**src/rtl/gray_pkg.sv**
```systemverilog
// Shared pointer widths and Gray/binary conversion helpers for the async FIFO controllers.
package gray_pkg;

  localparam int unsigned ADDR_W = 4;
  localparam int unsigned PTR_W  = ADDR_W + 1;
  localparam int unsigned FN_W   = 32;

  // Callers zero-extend into FN_W and truncate the result; zero upper bits keep both conversions width-agnostic.
  function automatic logic [FN_W-1:0] bin2gray(input logic [FN_W-1:0] b);
    return b ^ (b >> 1);
  endfunction

  function automatic logic [FN_W-1:0] gray2bin(input logic [FN_W-1:0] g);
    logic [FN_W-1:0] b;
    b[FN_W-1] = g[FN_W-1];
    for (int i = FN_W - 2; i >= 0; i--) begin
      b[i] = b[i+1] ^ g[i];
    end
    return b;
  endfunction

endpackage

```
**src/rtl/gray_sync_2ff.sv**
```systemverilog
// Two-stage clock-domain-crossing synchronizer with asynchronous active-low reset.
module gray_sync_2ff #(
  parameter int unsigned W = 1
) (
  input  logic         clk,
  input  logic         rst_n,
  input  logic [W-1:0] d,
  output logic [W-1:0] q
);

  (* ASYNC_REG = "TRUE" *) logic [W-1:0] rq1_q;
  (* ASYNC_REG = "TRUE" *) logic [W-1:0] rq2_q;
  logic [W-1:0] rq1_d;
  logic [W-1:0] rq2_d;

  always_comb begin
    rq1_d = d;
    rq2_d = rq1_q;
  end

  always_ff @(posedge clk or negedge rst_n) begin
    if (!rst_n) begin
      rq1_q <= '0;
      rq2_q <= '0;
    end else begin
      rq1_q <= rq1_d;
      rq2_q <= rq2_d;
    end
  end

  assign q = rq2_q;

endmodule

```
**src/rtl/async_fifo_wr_ctrl.sv**
```systemverilog
// Write-side controller of an async FIFO: write pointer, exported Gray pointer,
// synchronized read pointer, and full/level/overflow status.
module async_fifo_wr_ctrl
  import gray_pkg::*;
#(
  parameter int unsigned N = ADDR_W
) (
  input  logic         clk,
  input  logic         rst_n,
  input  logic         wr_en,
  input  logic [N:0]   rd_ptr_gray,
  output logic         wr_accept,
  output logic [N-1:0] wr_addr,
  output logic [N:0]   wr_ptr_gray,
  output logic         full,
  output logic [N:0]   level,
  output logic         overflow
);

  localparam int unsigned PW = N + 1;
  // Full when the write pointer equals the read pointer with its top two Gray bits inverted.
  localparam logic [PW-1:0] FULL_MASK = PW'(3) << (N - 1);

  logic [PW-1:0] wr_ptr_bin_q, wr_ptr_bin_d;
  logic [PW-1:0] wr_ptr_gray_q, wr_ptr_gray_d;
  logic          full_q, full_d;
  logic [PW-1:0] level_q, level_d;
  logic          overflow_q, overflow_d;
  logic [PW-1:0] rq2;
  logic          accept;

  gray_sync_2ff #(.W(PW)) u_rd_sync (
    .clk   (clk),
    .rst_n (rst_n),
    .d     (rd_ptr_gray),
    .q     (rq2)
  );

  always_comb begin
    accept        = wr_en & ~full_q;
    wr_ptr_bin_d  = wr_ptr_bin_q + PW'(accept);
    wr_ptr_gray_d = PW'(bin2gray(FN_W'(wr_ptr_bin_d)));
    full_d        = (wr_ptr_gray_d == (rq2 ^ FULL_MASK));
    level_d       = wr_ptr_bin_d - PW'(gray2bin(FN_W'(rq2)));
    overflow_d    = wr_en & full_q;
  end

  always_ff @(posedge clk or negedge rst_n) begin
    if (!rst_n) begin
      wr_ptr_bin_q  <= '0;
      wr_ptr_gray_q <= '0;
      full_q        <= 1'b0;
      level_q       <= '0;
      overflow_q    <= 1'b0;
    end else begin
      wr_ptr_bin_q  <= wr_ptr_bin_d;
      wr_ptr_gray_q <= wr_ptr_gray_d;
      full_q        <= full_d;
      level_q       <= level_d;
      overflow_q    <= overflow_d;
    end
  end

  assign wr_accept   = accept;
  assign wr_addr     = wr_ptr_bin_q[N-1:0];
  assign wr_ptr_gray = wr_ptr_gray_q;
  assign full        = full_q;
  assign level       = level_q;
  assign overflow    = overflow_q;

endmodule

```
**config.mk**
```make
export PLATFORM = sky130hd
export DESIGN_NAME = async_fifo_wr_ctrl
export DESIGN_NICKNAME = d
export VERILOG_FILES = /design/src/rtl/gray_pkg.sv /design/src/rtl/gray_sync_2ff.sv /design/src/rtl/async_fifo_wr_ctrl.sv
export SDC_FILE = /design/constraint.sdc
export NUM_CORES = 1
export LEC_CHECK = 0
export CAP_MARGIN = 5
export CORE_MARGIN = 2
export CORE_UTILIZATION = 44
export CTS_CLUSTER_DIAMETER = 150
export DETAILED_ROUTE_END_ITERATION = 8
export PLACE_DENSITY_LB_ADDON = 0.08
export SLEW_MARGIN = 20
export SYNTH_ARGS = -nofsm -noshare
export SYNTH_HDL_FRONTEND = slang
export SYNTH_SLANG_ARGS = --single-unit
export TNS_END_PERCENT = 10
```
**constraint.sdc**
```tcl
create_clock -name clk -period 3.4 [get_ports clk]
set_input_delay 1.02 -clock clk [delete_from_list [all_inputs] [get_ports clk]]
set_output_delay 1.02 -clock clk [all_outputs]
set_load 0.02 [all_outputs]
```
==> implementation parameters <==
Parameter                              Value

Outcome
  Status ... finished, final reports clean

Yosys
  Ys async rst share ... 100%
  Synthesized netlist net count ... 107
  Sequential cell area fraction in the yosys report ... 53.5%
  Post-synthesis cell count ... 92
  Flop and latch count out of synthesis ... 26
  Leading register cell type out of synthesis ... dfrtp_1
  Syn_area_per_cell ... 13.2 sq um
  Cell area after synthesis ... 0.00122 sq mm
  Warnings, synthesis ... 0
  Number of unique standard cell types used by synthesis ... 30
  Post-synth EDFFs ... 0

Setup path
  Path type of the worst setup path ... in -> out
  Reg2Reg Depth ... 10
  Crit Reg-Reg Startpoint ... u_rd_sync.q[3]$_DFF_PN0_
  Sort of element at the start of the critical path ... input port
  FF-to-FF End ... level[4]$_DFF_PN0_
  Element type at the critical path end ... output port
  Data arrival time of the critical path ... 2.31 ns
  Critical Path Fanout Max ... 2
  Required time of the critical path ... 2.38 ns
  Setup slack of the most critical reg-to-reg path ... 0.81 ns

Timing
  Period utilization ... 97.8%
  Skew final ... 0.00696 ns
  Setup tns final ... 0 ns
  Achievable clock frequency ... 301 MHz
  Number of setup violations in the final report ... 0
  Number of failing hold endpoints at the final stage ... 0
  Max transition margin ... 72.9%
  Post-layout minimum cycle time ... 3.33 ns
  Setup repair after global routing missed its margin ... false
  Slew of the pin with the lowest slew margin ... 0.407 ns
  Max Slew Vio Count ... 0

Routing
  # DRC ... 0
  Via-to-Cell Ratio ... 4.79
  Total wire length after detailed routing ... 1850 um
  Detailed-router iteration count before antenna repair ... 4
  Routed length per instance ... 12.3 um
  Detailed router's first-iteration violation count ... 5
  Detail Route Antenna Nets ... 0
  Total via count after detailed routing ... 724

CTS
  # H-tree levels ... 1
  Cell at the root of the clock tree ... clkbuf_4
  Clock transition at path regs ... 0.13 ns
  Skew-Pair Late Insertion Delay ... 0.32 ns
  CTS tree ... yes
  Clock sink count ... 26
  Post-CTS Setup Bufs ... 0
  Clock tree buffer depth ... 2
  Clock buffers created by TritonCTS ... 3
  # hold bufs at CTS ... 0
  # resized after CTS ... 0

Floorplan
  Io pins ... 25
  Placement Rows ... 19
  Area of the die ... 0.00320 sq mm
  Starting density of the core ... 45.3%
  Height of the die ... 56.6 um
  Core Footprint ... 0.00269 sq mm
  Floorplan die width ... 56.6 um

Layout
  Number of inserted diodes ... 0
  Layout area overhead ... 25.5%
  Number of inserted filler cells in the final layout ... 228
  Layout cells sized above 1 ... 12.5%
  # nets final ... 136
  Non-Filler Cell Area, Final ... 0.00153 sq mm

Job
  Maximum Capacitance Violations ... 0

Power and ir drop
  Leakage component of the power ... 0.705 nW
  Worst vdd rail ir drop ... 0.000565 V
  Power Dens Cells ... 1030 mW/mm^2

Global routing
  Congestion Overflow GR ... 0
  Global routing usage summed across all routing layers ... 13.6%
  Initial antenna violation count ... 0
  Pin count of the biggest net entering global routing ... 27
  Via count of the first global-routing pass ... 763
  First-pass GRT wire length ... 3330 um

Place
  Detailed placement HPWL ... 1390 um
  IO Port Bufs ... 24
  Final weighted congestion of routability-driven global placement ... 0.725
  Total placed instance area ... 0.00149 sq mm

Hold path
  Hold Path Depth ... 0
  Worst min-delay path startpoint ... u_rd_sync.rq1_q[1]$_DFF_PN0_
  Kind of path behind the tightest hold check ... reg -> reg
  Hold endpoint ... u_rd_sync.q[1]$_DFF_PN0_
## layout by cell type (no fill, tap or decap), drive strengths merged
master / count
nor2b: 2
clkbuf: 4
a2bb2oi: 1
mux2i: 2
a21boi: 1
a21bo: 1
ha: 6
a31oi: 1
a211o: 2
nand2: 2
clkdlybuf4s50: 24
o21ai: 1
and3: 1
and2: 2
xnor2: 13
nor2: 1
o211a: 1
a21o: 2
a221oi: 1
buf: 4
a311oi: 1
dfrtp: 26
inv: 7
nand3: 1
a21oi: 3
fa: 1
nand2b: 1
o22ai: 1
xor2: 7
## power by group
| part | total [mW] | internal [mW] | switching, mW |
|---|---|---|---|
| registers | 0.499 | 0.417 | 0.0818 |
| logic | 0.923 | 0.477 | 0.446 |
| clock network | 0.157 | 0.0655 | 0.0913 |
## worst max path at each step
stage                from                 end  slack, ns  cells after the start
finish              wr_en           wr_accept       0.07                      3
global route        wr_en           wr_accept       0.02                      3
CTS                 wr_en           wr_accept       0.07                      3
detailed placement  wr_en      full$_DFF_PN0_       0.08                     10
global placement    wr_en           wr_accept       0.12                      3
floorplan           wr_en  level[4]$_DFF_PN0_       0.38                     10
## logic make-up after synthesis
family,share of synthesized area (%)
DFF,53.5
xor gates and xnor gates,16.9
AOI/OAI and AO/OA,10.3
buffers and inverters,5.04
and+or+nand+nor,4.84
adders and majority gates,7.82
muxes,1.65
## state kept, by name, indices dropped and copies added, names as in the netlist
name,flops
u_rd_sync.q,5
level,5
full,1
wr_ptr_bin_q,5
overflow,1
u_rd_sync.rq1_q,5
wr_ptr_gray,4
## final cells by class
| type | count | area, sq um | area share, % |
|---|---|---|---|
| Clock buffer | 4 | 36.3 | 2.38 |
| Timing Repair Buffer | 28 | 270 | 17.7 |
| Multi-Input combinational cell | 55 | 504 | 33.0 |
| Inverter | 7 | 26.3 | 1.72 |
| Sequential cell | 26 | 651 | 42.6 |
| Tap cell | 31 | 38.8 | 2.54 |
## critical path: stages
cell and delay, ns:
clkdlybuf4s50_1 0.46, nor2b_1 0.19, clkdlybuf4s50_1 0.63
## cell usage after synthesis, types with 2 or more instances
cell	count	share of area, %
a211o_1	2	1.4
mux2i_1	2	1.6
xnor2_1	9	6.5
ha_1	6	6.2
dfrtp_1	26	53
a21o_1	2	1.2
and2_1	2	1.0
nor2b_1	2	1.0
xnor2_2	4	5.3
nand2_1	2	0.62
buf_6	2	1.9
a21oi_1	3	1.2
xor2_1	7	5.0
inv_1	7	2.2
## routing by layer
layer  part of all wire, %  global-route usage [%]  vias to the layer above
li1                      -                       -                      360
met1                    47                    18.8                      341
met2                    46                    20.6                       21
met3                   5.0                    3.00                        2
met4                   1.0                    5.78                        0
met5                     0                       0                        -
## stage by stage
step	util (%)	hold WS [ns]	worst slack, ns	total power, mW	cells
2_1_floorplan	-	0.331	0.379	1.14	92
6_report	56.8	0.370	0.0740	1.58	151
3_5_place_dp	55.5	0.342	0.0768	1.43	147
4_1_cts	56.8	0.373	0.0750	1.60	151
5_1_grt	56.8	0.383	0.0171	1.71	151
3_3_place_gp	55.5	0.333	0.117	1.43	147
(Power assumes the default switching activity.)
